==> config.mk <==
export PLATFORM = sky130hd
export DESIGN_NAME = rr_arbiter4_v_flat
export DESIGN_NICKNAME = d
export VERILOG_FILES = /design/src/rtl/rr_arbiter4_v_pkg.sv /design/src/rtl/rr_arbiter4_v_if.sv /design/src/rtl/rr_arbiter4_v_pick.sv /design/src/rtl/rr_arbiter4_v.sv /design/src/flat_wrapper.sv
export SDC_FILE = /design/constraint.sdc
export NUM_CORES = 1
export LEC_CHECK = 0
export CAP_MARGIN = 20
export CORE_UTILIZATION = 48
export CTS_CLUSTER_DIAMETER = 80
export DETAILED_ROUTE_END_ITERATION = 12
export PLACE_DENSITY = 0.71
export SLEW_MARGIN = 20
export SYNTH_ARGS = -nofsm -noshare
export SYNTH_HDL_FRONTEND = slang
export SYNTH_HIERARCHICAL = 1
export SYNTH_SLANG_ARGS = --single-unit
==> constraint.sdc <==
create_clock -name i_clk -period 5.3 [get_ports i_clk]
set_input_delay 1.06 -clock i_clk [delete_from_list [all_inputs] [get_ports i_clk]]
set_output_delay 1.06 -clock i_clk [all_outputs]
set_load 0.1 [all_outputs]
==> src/rtl/rr_arbiter4_v_pkg.sv <==
// Shared constants, state encoding and pointer helper for the 4-way round-robin arbiter.
package arb_pkg_v;

  localparam int unsigned N_REQ = 4;
  localparam int unsigned ID_W  = 2;

  typedef enum logic {
    ST_IDLE  = 1'b0,
    ST_GRANT = 1'b1
  } arb_state_e;

  function automatic logic [ID_W-1:0] ptr_inc(input logic [ID_W-1:0] p);
    return p + ID_W'(1);
  endfunction

endpackage

==> src/rtl/rr_arbiter4_v_if.sv <==
// Request/grant bundle between four clients (master) and the arbiter (slave).
interface rr_arbiter4_v_if;
  import arb_pkg_v::*;

  logic [N_REQ-1:0] i_req;
  logic [N_REQ-1:0] o_gnt;
  logic [ID_W-1:0]  o_gnt_id;
  logic             o_busy;
  logic             o_any_req;
  logic             o_timeout;

  modport master (
    output i_req,
    input  o_gnt, o_gnt_id, o_busy, o_any_req, o_timeout
  );

  modport slave (
    input  i_req,
    output o_gnt, o_gnt_id, o_busy, o_any_req, o_timeout
  );

endinterface

==> src/rtl/rr_arbiter4_v_pick.sv <==
// Combinational rotating-priority picker: first set request searching start, start+1, ... mod 4.
module rr_pick4_v
  import arb_pkg_v::*;
(
  input  logic [N_REQ-1:0] req,
  input  logic [ID_W-1:0]  start,
  output logic [N_REQ-1:0] pick,
  output logic [ID_W-1:0]  idx,
  output logic             any
);

  logic [ID_W-1:0] cand;
  logic            found;

  always_comb begin
    pick  = '0;
    idx   = '0;
    cand  = '0;
    found = 1'b0;
    for (int k = 0; k < N_REQ; k++) begin
      cand = start + ID_W'(k);
      if (!found && req[cand]) begin
        found      = 1'b1;
        pick[cand] = 1'b1;
        idx        = cand;
      end
    end
  end

  assign any = |req;

endmodule

==> src/rtl/rr_arbiter4_v.sv <==
// Four-client round-robin arbiter with request/hold/release ownership.
// Optional forced revoke after MAX_HOLD cycles when ARB_TIMEOUT_EN is defined.
module rr_arbiter4_v
  import arb_pkg_v::*;
#(
  parameter int unsigned MAX_HOLD = 16,
  parameter int unsigned HOLD_W   = 8
) (
  input  logic           i_clk,
  input  logic           i_rst_n,
  rr_arbiter4_v_if.slave arb
);

  arb_state_e       state_q, state_d;
  logic [N_REQ-1:0] gnt_q, gnt_d;
  logic [ID_W-1:0]  id_q, id_d;
  logic [ID_W-1:0]  ptr_q, ptr_d;
  logic             busy_q;
  logic [N_REQ-1:0] masked_req;
  logic [N_REQ-1:0] pick_req, pick_gnt;
  logic [ID_W-1:0]  pick_start, pick_id;
  logic             pick_any;
  logic             revoke;

`ifdef ARB_TIMEOUT_EN
  logic [N_REQ-1:0]  mask_q, mask_d;
  logic [HOLD_W-1:0] cnt_q, cnt_d;
  logic              timeout_q;
  logic              new_grant;

  assign masked_req = arb.i_req & ~mask_q;
  assign revoke     = (state_q == ST_GRANT) && arb.i_req[id_q] &&
                      (cnt_q == HOLD_W'(MAX_HOLD));
  // A mask bit survives only while its client keeps requesting.
  assign mask_d     = (mask_q & arb.i_req) | (revoke ? gnt_q : '0);
  // A handoff always goes to a different client, so any change to a non-zero grant is new.
  assign new_grant  = (gnt_d != '0) && (gnt_d != gnt_q);

  always_comb begin
    cnt_d = cnt_q;
    if (new_grant)         cnt_d = HOLD_W'(1);
    else if (gnt_d == '0)  cnt_d = '0;
    else                   cnt_d = cnt_q + HOLD_W'(1);
  end

  always_ff @(posedge i_clk or negedge i_rst_n) begin
    if (!i_rst_n) begin
      mask_q    <= '0;
      cnt_q     <= '0;
      timeout_q <= 1'b0;
    end else begin
      mask_q    <= mask_d;
      cnt_q     <= cnt_d;
      timeout_q <= revoke;
    end
  end

  assign arb.o_timeout = timeout_q;
`else
  assign masked_req    = arb.i_req;
  assign revoke        = 1'b0;
  assign arb.o_timeout = 1'b0;
`endif

  rr_pick4_v u_pick (
    .req   (pick_req),
    .start (pick_start),
    .pick  (pick_gnt),
    .idx   (pick_id),
    .any   (pick_any)
  );

  always_comb begin
    state_d    = state_q;
    gnt_d      = gnt_q;
    id_d       = id_q;
    ptr_d      = ptr_q;
    pick_req   = masked_req;
    pick_start = ptr_q;
    unique case (state_q)
      ST_IDLE: begin
        if (pick_any) begin
          gnt_d   = pick_gnt;
          id_d    = pick_id;
          state_d = ST_GRANT;
        end
      end
      ST_GRANT: begin
        // Handoff search starts past the owner and never considers the owner itself.
        pick_req   = masked_req & ~gnt_q;
        pick_start = ptr_inc(id_q);
        if (!arb.i_req[id_q] || revoke) begin
          ptr_d = ptr_inc(id_q);
          if (pick_any) begin
            gnt_d = pick_gnt;
            id_d  = pick_id;
          end else begin
            gnt_d   = '0;
            state_d = ST_IDLE;
          end
        end
      end
      default: state_d = ST_IDLE;
    endcase
  end

  always_ff @(posedge i_clk or negedge i_rst_n) begin
    if (!i_rst_n) begin
      state_q <= ST_IDLE;
      gnt_q   <= '0;
      id_q    <= '0;
      ptr_q   <= '0;
      busy_q  <= 1'b0;
    end else begin
      state_q <= state_d;
      gnt_q   <= gnt_d;
      id_q    <= id_d;
      ptr_q   <= ptr_d;
      busy_q  <= |gnt_d;
    end
  end

  assign arb.o_gnt     = gnt_q;
  assign arb.o_gnt_id  = id_q;
  assign arb.o_busy    = busy_q;
  assign arb.o_any_req = |masked_req;

endmodule

==> src/flat_wrapper.sv <==
// flat-port wrapper written by rule: the top's interface ports become plain ports
module rr_arbiter4_v_flat import arb_pkg_v::*;
#(
  parameter int unsigned MAX_HOLD = 16,
  parameter int unsigned HOLD_W   = 8
)
  (i_clk, i_rst_n, arb_i_req, arb_o_gnt, arb_o_gnt_id, arb_o_busy, arb_o_any_req, arb_o_timeout);
  rr_arbiter4_v_if arb_i ();
  input  logic i_clk;
  input  logic i_rst_n;
  input wire logic [$bits(arb_i.i_req)-1:0] arb_i_req;
  output wire logic [$bits(arb_i.o_gnt)-1:0] arb_o_gnt;
  output wire logic [$bits(arb_i.o_gnt_id)-1:0] arb_o_gnt_id;
  output wire logic [$bits(arb_i.o_busy)-1:0] arb_o_busy;
  output wire logic [$bits(arb_i.o_any_req)-1:0] arb_o_any_req;
  output wire logic [$bits(arb_i.o_timeout)-1:0] arb_o_timeout;
  assign arb_i.i_req = arb_i_req;
  assign arb_o_gnt = arb_i.o_gnt;
  assign arb_o_gnt_id = arb_i.o_gnt_id;
  assign arb_o_busy = arb_i.o_busy;
  assign arb_o_any_req = arb_i.o_any_req;
  assign arb_o_timeout = arb_i.o_timeout;
  rr_arbiter4_v #(.MAX_HOLD(MAX_HOLD), .HOLD_W(HOLD_W)) u_core (.i_clk(i_clk), .i_rst_n(i_rst_n), .arb(arb_i));
endmodule
# Word-level counts from Yosys, hierarchy flattened

Cells that the tools add are included.

Bits in writable memories: 0
Memories kept: 0
Bits in registers: 10
ROM bits: 0
Bits in latches: 0
Output and inout port bits: 9
Logic and storage cells: 81

$mul: 0
Reductions and logical operators: 14
Div/mod/pow operators: 0
Shift operators: 0
Muxes and demuxes: 41
$lt $le $gt $ge: 9
Equality and inequality tests: 1
Bitwise logic cells: 7
Add/subtract/negate cells: 4

Operators with widths:

| cell                                                 | number |
|---|---|
| two-way mux 4 bit                                    | 8 |
| < comparator 2 x 3 -> 1 bit (second input constant)  | 5 |
| two-way mux 1 bit                                    | 14 |
| two-way mux 2 bit                                    | 7 |
| OR 4 bit                                             | 3 |
| OR reduction 4 bit                                   | 3 |
| binary-select mux 1 bit (select 2 bit)               | 5 |
| demux 1 bit (select 2 bit)                           | 4 |
| >= comparator 2 x 1 -> 1 bit (second input constant) | 4 |
| case mux 4 bit (2 select lines)                      | 1 |
| logical AND 1 bit                                    | 7 |
| adder 2 x 1 -> 2 bit (second input constant)         | 2 |
| adder 2 bit (second input constant)                  | 2 |
| bitwise AND 4 bit                                    | 1 |
| inverter 4 bit                                       | 1 |
| case mux 2 bit (2 select lines)                      | 1 |
| zero test 1 bit                                      | 3 |
| != test 2 bit (second input constant)                | 1 |
| inverter 1 bit                                       | 2 |
| case mux 1 bit (2 select lines)                      | 1 |
| AND reduction 2 bit                                  | 1 |

# Logic depth before layout (Yosys ltp)

Gate-level depths: netlist (run 1).

Word-level depth: 19
Gate-level depth with buffers: 15

# Hierarchy

Netlist (run 1), hierarchy kept.

By module, submodules not included:

| module        | area an instance (sq um) | times used | cells each |
|---|---|---|---|
| rr_arbiter4_v | 684.4                    | 1          | 68 |
| rr_pick4_v    | 411.6                    | 1          | 49 |

# Worst setup path before layout (run 1)

OpenSTA, ideal clock, no wires.

Kind: reg2reg
Start: register u_core.id_q[0], in the netlist u_core/arb.o_gnt_id[0]
End: register u_core.busy_q, in the netlist u_core/arb.o_busy
Cell stages (with the launch flop): 14
Library setup time: 0.138 ns
Buffers on the path: 2
Data arrival time: 4.017 ns
Clock period less this slack: 4.155 ns
Setup slack: 1.145 ns
Cells stage by stage: dfrtp_1 > buf_1 > xnor2_1 > a21oi_1 > buf_2 > inv_1 > ha_1 > mux4_2 > a22oi_1 > o21ai_0 > mux2i_1 > o22ai_1 > a221o_1 > or4_1

Longest elaborated chain between the ends: 18

Ends and longest elaborated chain:

| element                                                                              | line                     | RTL |
|---|---|---|
| from (decl)                                                                          | rr_arbiter4_v.sv:16      | `logic [ID_W-1:0] id_q, id_d;` |
| from (signal assigned)                                                               | rr_arbiter4_v.sv:117     | `id_q <= id_d;` |
| adder 2 x 1 -> 2 bit *                                                               | rr_arbiter4_v_pkg.sv:13  | `return p + ID_W'(1);` |
| two-way mux 2 bit *                                                                  | rr_arbiter4_v.sv:80      | `unique case (state_q)` |
| via u_core.pick_start[1]                                                             | rr_arbiter4_v.sv:21      | `logic [ID_W-1:0] pick_start, pick_id;` |
| parallel branches: the longest is 11 deep, another holds < comparator 2 x 3 -> 1 bit | --                       |  |
| two-way mux 4 bit *                                                                  | rr_arbiter4_v_pick.sv:22 | `if (!found && req[cand]) begin` |
| via u_core.pick_gnt[3]                                                               | rr_arbiter4_v.sv:20      | `logic [N_REQ-1:0] pick_req, pick_gnt;` |
| two-way mux 4 bit                                                                    | rr_arbiter4_v.sv:94      | `if (pick_any) begin` |
| two-way mux 4 bit                                                                    | rr_arbiter4_v.sv:92      | `if (!arb.i_req[id_q] \|\| revoke) begin` |
| case mux 4 bit (2 select lines) *                                                    | rr_arbiter4_v.sv:80      |  |
| via u_core.gnt_d[3]                                                                  | rr_arbiter4_v.sv:15      | `logic [N_REQ-1:0] gnt_q, gnt_d;` |
| OR reduction 4 bit *                                                                 | rr_arbiter4_v.sv:119     | `busy_q <= \|gnt_d;` |
| to (signal assigned)                                                                 | rr_arbiter4_v.sv:119     |  |
| to (decl)                                                                            | rr_arbiter4_v.sv:18      | `logic busy_q;` |

Mark *: on every way through the listed nets, which the timed path passes. The select of a mux whose other input is x is not followed.
A chain may end at the register's enable or synchronous reset.

# Worst setup path after layout (run 1)

Start: input arb_i_req[2]
End: register u_core.busy_q, in the netlist u_core/arb.o_busy

Longest elaborated chain between the ends: 18

Ends and longest elaborated chain:

| element                                 | line                     | RTL |
|---|---|---|
| from (decl)                             | flat_wrapper.sv:11       | `input wire logic [$bits(arb_i.i_req)-1:0] arb_i_req;` |
| bitwise AND 4 bit                       | rr_arbiter4_v.sv:90      | `pick_req = masked_req & ~gnt_q;` |
| two-way mux 4 bit *                     | rr_arbiter4_v.sv:80      |  |
| via u_core.pick_req[2]                  | rr_arbiter4_v.sv:20      |  |
| binary-select mux 1 bit (select 2 bit)  | rr_arbiter4_v_pick.sv:22 |  |
| two-way mux 1 bit (not written as such) | rr_arbiter4_v_pick.sv:22 |  |
| two-way mux 1 bit                       | rr_arbiter4_v_pick.sv:22 |  |
| zero test 1 bit                         | rr_arbiter4_v_pick.sv:22 |  |
| logical AND 1 bit                       | rr_arbiter4_v_pick.sv:22 |  |
| [... 5 more ...]                        | --                       |  |
| logical AND 1 bit                       | rr_arbiter4_v_pick.sv:22 |  |
| two-way mux 4 bit *                     | rr_arbiter4_v_pick.sv:22 |  |
| via u_core.pick_gnt[0]                  | rr_arbiter4_v.sv:20      |  |
| two-way mux 4 bit                       | rr_arbiter4_v.sv:94      |  |
| two-way mux 4 bit                       | rr_arbiter4_v.sv:92      |  |
| case mux 4 bit (2 select lines) *       | rr_arbiter4_v.sv:80      |  |
| via u_core.gnt_d[0]                     | rr_arbiter4_v.sv:15      |  |
| OR reduction 4 bit *                    | rr_arbiter4_v.sv:119     |  |

The timed path passes the listed nets; every way through them passes the cells marked *. The select of a mux whose other input is x is not followed.

==> flow_metrics.tcl, run 1 <==
set metrics [dict create \
    synthTopCellsByArea "dfrtp_1 23%, mux4_2 8.2%, a22oi_1 6.2%, ha_1 5.7%, mux2i_1 5.5%" \
    place_hpwl_um 1910 \
    hold_class "reg2reg" \
    avgSynthCellArea_um2 9.37 \
    finalSetupTns_ns 0 \
    die_x_um 49.8 \
    wl_per_cell_um 16.4 \
    cp-end-kind "register" \
    setup_viol 0 \
    layout.nets 139 \
    ys_seq_area_share_pct 22.8 \
    netlist.top_cell.by_area "dfrtp_1" \
    antenna_left 0 \
    multi_input_area_um2 779 \
    rsz0062_at_grt "no" \
    layout_common_cells "13 x clkdlybuf4s50_1, 10 x dfrtp_1, 9 x a22oi_1" \
    synthToLayoutAreaGrowth_pct 15.3 \
    period_needed_ns 4.17 \
    drive_above_1_share_pct 15.0 \
    routed_wl_um 2530 \
    vias_per_cell 6.32 \
    finalMaxSlewViolations 0 \
    syn-cell-area_um2 1100 \
    clk_pin_slew_ns 0.07 \
    clk_latency_ns 0.27 \
    cp_cell_sequence "clkdlybuf4s50_1 -> a21boi_0 -> mux4_2 -> nor2b_1 -> a22oi_1 -> o21ai_0 -> mux2i_1 -> o22ai_1 -> a221o_1 -> or4_1" \
    numCtsBuffers 3 \
    fillCellCount 192 \
    worstPathArrival_ns 4.31 \
    drc 0 \
    synth_edf_count 0 \
    slowest_stage "a21boi_0" \
    fp.coreArea_um2 2060 \
    dpl_cell_area_um2 1230 \
    io_buffers 13 \
    fin_crit_sh_pct 78.6 \
    grt_usage_pct 22.4 \
    drtIter0Drc 17 \
    critPathMaxFanout 9 \
    hold_ws_ns 0.522 \
    initial_core_util_pct 53.2 \
    synthDistinctLibCells 41 \
    antenna_found_initial 0 \
    grt_pass1_wl_um 4190 \
    synth_top_cell_area_share_pct 22.8 \
    vias 973 \
    seqCellArea_um2 250 \
    final.setup_skew_ns 0.00253 \
    synth_cells 117 \
    maxSlewHeadroom_pct 35.4 \
    postCtsSetupBuffers 0 \
    htreeDepth 1 \
    fin_area_um2 1260 \
    antenna_cells 0 \
    status "finished clean" \
    cts_root_buffer "clkbuf_4" \
    clock_sinks 10 \
    start_kind "primary input" \
    tightest_slew_ns 0.966 \
    cp_top_family "compound AO/OA/AOI/OAI gates" \
    synthesis.nets 128 \
    grt_max_degree 18 \
    ys_seq_elements 10 \
    async_reset_ff_share_pct 100 \
    die_y_um 49.8 \
    die_area_um2 2480 \
    critPathKind "in2reg" \
    cts_resized 0 \
    gp_congestion 0.865 \
    yosysWarnings 6 \
    slowest_delay_ns 0.60 \
    crit_required_ns 5.44 \
    final_common_cell "clkdlybuf4s50_1" \
    gr-total-overflow 0 \
    synthFlopType "dfrtp_1" \
    grt_pass1_vias 888 \
    io_pins 15 \
    max_freq_mhz 240 \
    ctsHoldBuffers 0 \
    clockBufferDepth 2 \
    max_cap_viol_count 0 \
    finalHoldViolations 0 \
    dr.pass1.iters 4 \
    row_count 16 \
    cts_tree "yes" \
    path_buf_inv 1 \
]
-- sequential cells by signal, indices dropped and copies added (netlist names) --
| signal | cells |
|---|---|
| u_core/ptr_q | 2 |
| u_core/state_q | 1 |
| u_core/arb.o_busy | 1 |
| u_core/arb.o_gnt | 4 |
| u_core/arb.o_gnt_id | 2 |
-- per-stage QoR --
step | utilization [%] | std cells | worst slack (ns)
floorplan | - | 117 | 1.14
global placement | 59.5 | 150 | 0.968
detailed placement | 59.5 | 150 | 0.875
CTS | 61.3 | 154 | 1.13
global route | 61.3 | 154 | 0.890
finish | 61.3 | 154 | 1.13
-- worst reg2reg max path: stages, from the launching register on --
cell,delay [ns]
dfrtp_1,0.56
nand2b_1,0.28
o21ai_1,0.12
buf_4,0.24
inv_1,0.09
ha_1,0.39
mux4_2,0.45
a22oi_1,0.23
o21ai_0,0.15
mux2i_1,0.21
o22ai_1,0.11
a221o_1,0.31
or4_1,0.47
-- routing by layer --
metal  up-vias  share of wire (%)  GRT usage (%)
met3         6                4.5           6.17
li1        475                  -              -
met4         0                2.7           7.14
met1       468                 46           30.4
met2        24                 47           34.2
met5         -                  0              0
-- kinds of logic after synthesis --
| group | after synthesis | synth area share (%) |
|---|---|---|
| AOI/OAI and AO/OA | 40 | 26.1 |
| xor gates and xnor gates | 1 | 0.799 |
| adders and majority gates | 5 | 5.71 |
| buffers and inverters | 14 | 6.05 |
| DFF | 10 | 22.8 |
| muxes | 16 | 21.9 |
| other | 1 | 0.342 |
| and+or+nand+nor | 30 | 16.2 |
-- worst paths after layout --
| check | startpoint | endpoint | slack, ns | cells past startpoint |
|---|---|---|---|---|
| setup / recovery | arb_i_req[2] | u_core/arb.o_busy$_DFF_PN0_ | 1.13 | 10 |
| hold / removal | u_core/ptr_q[0]$_DFFE_PN0P_ | u_core/ptr_q[0]$_DFFE_PN0P_ | 0.52 | 2 |
| setup reg to reg | u_core/arb.o_gnt_id[0]$_DFFE_PN0P_ | u_core/arb.o_busy$_DFF_PN0_ | 1.56 | 12 |
| hold reg to reg | u_core/ptr_q[0]$_DFFE_PN0P_ | u_core/ptr_q[0]$_DFFE_PN0P_ | 0.52 | 2 |
| max in group asynchronous | i_rst_n | u_core/state_q$_DFF_PN0_ | 3.87 | 1 |
| min in group asynchronous | i_rst_n | u_core/arb.o_gnt_id[0]$_DFFE_PN0P_ | 1.11 | 1 |
-- final cells by class --
class / instances / area share (%)
Clock buffer: 4 / 2.87
Inverter: 5 / 1.49
Multi-Input combinational cell: 93 / 61.7
Sequential cell: 10 / 19.8
Tap cell: 27 / 2.67
Timing Repair Buffer: 15 / 11.5
-- synthesized netlist by cell type, types with 3 or more instances --
master and number:
mux2i_1 6, a21boi_0 4, ha_1 5, nor2b_1 3, a221o_1 4, dfrtp_1 10, or4_1 3, mux2_2 4
o21ai_0 9, mux4_2 4, a22oi_1 9, nor2_1 6, nand3_1 4, o22ai_1 3, nand2_1 6, clkbuf_1 3
inv_1 5
Power of run 1 is not shown: default switching activity piles up to over one toggle a cycle in this logic, so the estimate is an artifact.
==> run 2, diff against run 1 <==
==> constraint.sdc (replaced) <==
create_clock -name i_clk -period 4.2 [get_ports i_clk]
set_input_delay 0.84 -clock i_clk [delete_from_list [all_inputs] [get_ports i_clk]]
set_output_delay 0.84 -clock i_clk [all_outputs]
set_load 0.1 [all_outputs]
==> run 2 against run 1 <==
Die area is the same. Largest cell class unchanged. Via count is 2.7% higher. Clock-buffer cell count stayed put. Sequential cell count did not move. Design area increased by 0.99%. Non-clock buffer count rose by 2. Cell count is 1.3% higher. First-iteration DRC count up 18%. Critical endpoint unchanged. Core utilization increased by 0.61 points. Worst setup slack got worse by 0.87 ns. Global-route usage rose by 0.31 points. Sequential share of layout area shrank 0.19 points.
==> flow_metrics.tcl, run 2 (synthesis gave the netlist of run 1 again) <==
set metrics [dict create \
    status "finished clean" \
    drtIter0Drc 20 \
    dr.pass1.iters 4 \
    antenna_found_initial 0 \
    postCtsSetupBuffers 0 \
    critPathKind "in2reg" \
    clock_sinks 10 \
    io_pins 15 \
    die_y_um 49.8 \
    tightest_slew_ns 0.975 \
    seqCellArea_um2 250 \
    max_freq_mhz 254 \
    wl_per_cell_um 16.8 \
    finalWorstSetupSlack_ns 0.262 \
    numCtsBuffers 3 \
    ff2ff_path_depth 11 \
    synthToLayoutAreaGrowth_pct 16.4 \
    die_area_um2 2480 \
    cp-end-kind "register" \
    fp.coreArea_um2 2060 \
    grt_pass1_wl_um 4270 \
    maxSlewHeadroom_pct 34.8 \
    final.setup_skew_ns 0.00685 \
    setup_viol 0 \
    largest_reg_flops 4 \
    vias 999 \
    grt_pass1_vias 891 \
    die_x_um 49.8 \
    drc 0 \
    initial_core_util_pct 53.2 \
    grt_usage_pct 22.7 \
    crit_required_ns 4.33 \
    routed_wl_um 2620 \
    finalMaxSlewViolations 0 \
    row_count 16 \
    slowest_stage "clkdlybuf4s50_1" \
    grt_max_degree 18 \
    hold_depth 2 \
    start_kind "primary input" \
    antenna_cells 0 \
    hold_class "reg2reg" \
    layout.nets 141 \
    fin_util_pct 61.9 \
    gr-total-overflow 0 \
    period_needed_ns 3.94 \
    cts_root_buffer "clkbuf_4" \
    finalHoldViolations 0 \
    place_hpwl_um 1930 \
    multi_input_area_um2 779 \
    clk_pin_slew_ns 0.07 \
    final_common_cell "clkdlybuf4s50_1" \
    ctsHoldBuffers 0 \
    antenna_left 0 \
    fin_crit_sh_pct 93.8 \
    cp_cell_sequence "clkdlybuf4s50_1 -> a21boi_0 -> mux4_2 -> nor2b_1 -> a22oi_1 -> o21ai_1 -> mux2i_1 -> o32ai_1 -> a221o_1 -> or4_1" \
    place_inst 152 \
    final_cells 156 \
    critPathMaxFanout 9 \
    clockBufferDepth 2 \
    htreeDepth 1 \
    cts_tree "yes" \
    fillCellCount 186 \
    drive_above_1_share_pct 17.1 \
    layout_common_cells "12 x clkdlybuf4s50_1, 10 x dfrtp_1, 9 x a22oi_1" \
    slowest_delay_ns 0.59 \
    finalSetupTns_ns 0 \
    worstPathArrival_ns 4.07 \
    clk_latency_ns 0.27 \
    max_cap_viol_count 0 \
    rsz0062_at_grt "no" \
    gp_congestion 0.809 \
    vias_per_cell 6.40 \
    io_buffers 13 \
    dp_slack_ns 0.0300 \
    cts_resized 0 \
]
run 2: cell count changes in the layout (fill, tap and decap cells not counted), sizes merged:
cell,change
buf,+3
clkdlybuf4s50,-1
run 2: worst paths after layout:
| check | slack [ns] | from | to |
|---|---|---|---|
| max reg2reg | 0.57 | u_core/state_q$_DFF_PN0_ | u_core/arb.o_busy$_DFF_PN0_ |
| min | 0.53 | u_core/ptr_q[1]$_DFFE_PN0P_ | u_core/ptr_q[1]$_DFFE_PN0P_ |
| min in group asynchronous | 0.89 | i_rst_n | u_core/arb.o_gnt_id[1]$_DFFE_PN0P_ |
| min reg2reg | 0.53 | u_core/ptr_q[1]$_DFFE_PN0P_ | u_core/ptr_q[1]$_DFFE_PN0P_ |
| max | 0.26 | arb_i_req[0] | u_core/arb.o_busy$_DFF_PN0_ |
| max in group asynchronous | 2.99 | i_rst_n | u_core/arb.o_busy$_DFF_PN0_ |
run 2: final cells by class:
class | instances | share of cell area (%)
clock buffers | 4 | 2.84
inverters | 5 | 1.47
multi-input cells | 93 | 61.1
flip-flops and latches | 10 | 19.6
well taps | 27 | 2.65
repair buffers | 17 | 12.4
run 2: through the flow:
step | cell area [µm²] | hold slack (ns)
4_1_cts | 1280 | 0.528
2_1_floorplan | 1100 | 0.469
3_3_place_gp | 1240 | 0.488
6_report | 1280 | 0.526
3_5_place_dp | 1240 | 0.518
5_1_grt | 1280 | 0.572
run 2: layer usage:
| layer | up-vias | part of all wire [%] | global-route usage [%] |
|---|---|---|---|
| li1 | 480 | - | - |
| met1 | 495 | 47 | 31.0 |
| met2 | 24 | 49 | 38.1 |
| met3 | 0 | 4.2 | 4.32 |
| met4 | 0 | 0 | 2.86 |
| met5 | - | 0 | 0 |
run 2: worst max-delay path, delay by kind of cell:
family / cells / cell delay [ns]
compound gates: 5 / 1.31
mux: 2 / 0.66
simple gates: 2 / 0.66
buf+inv: 1 / 0.59
Power of run 2 is left out for the same reason.
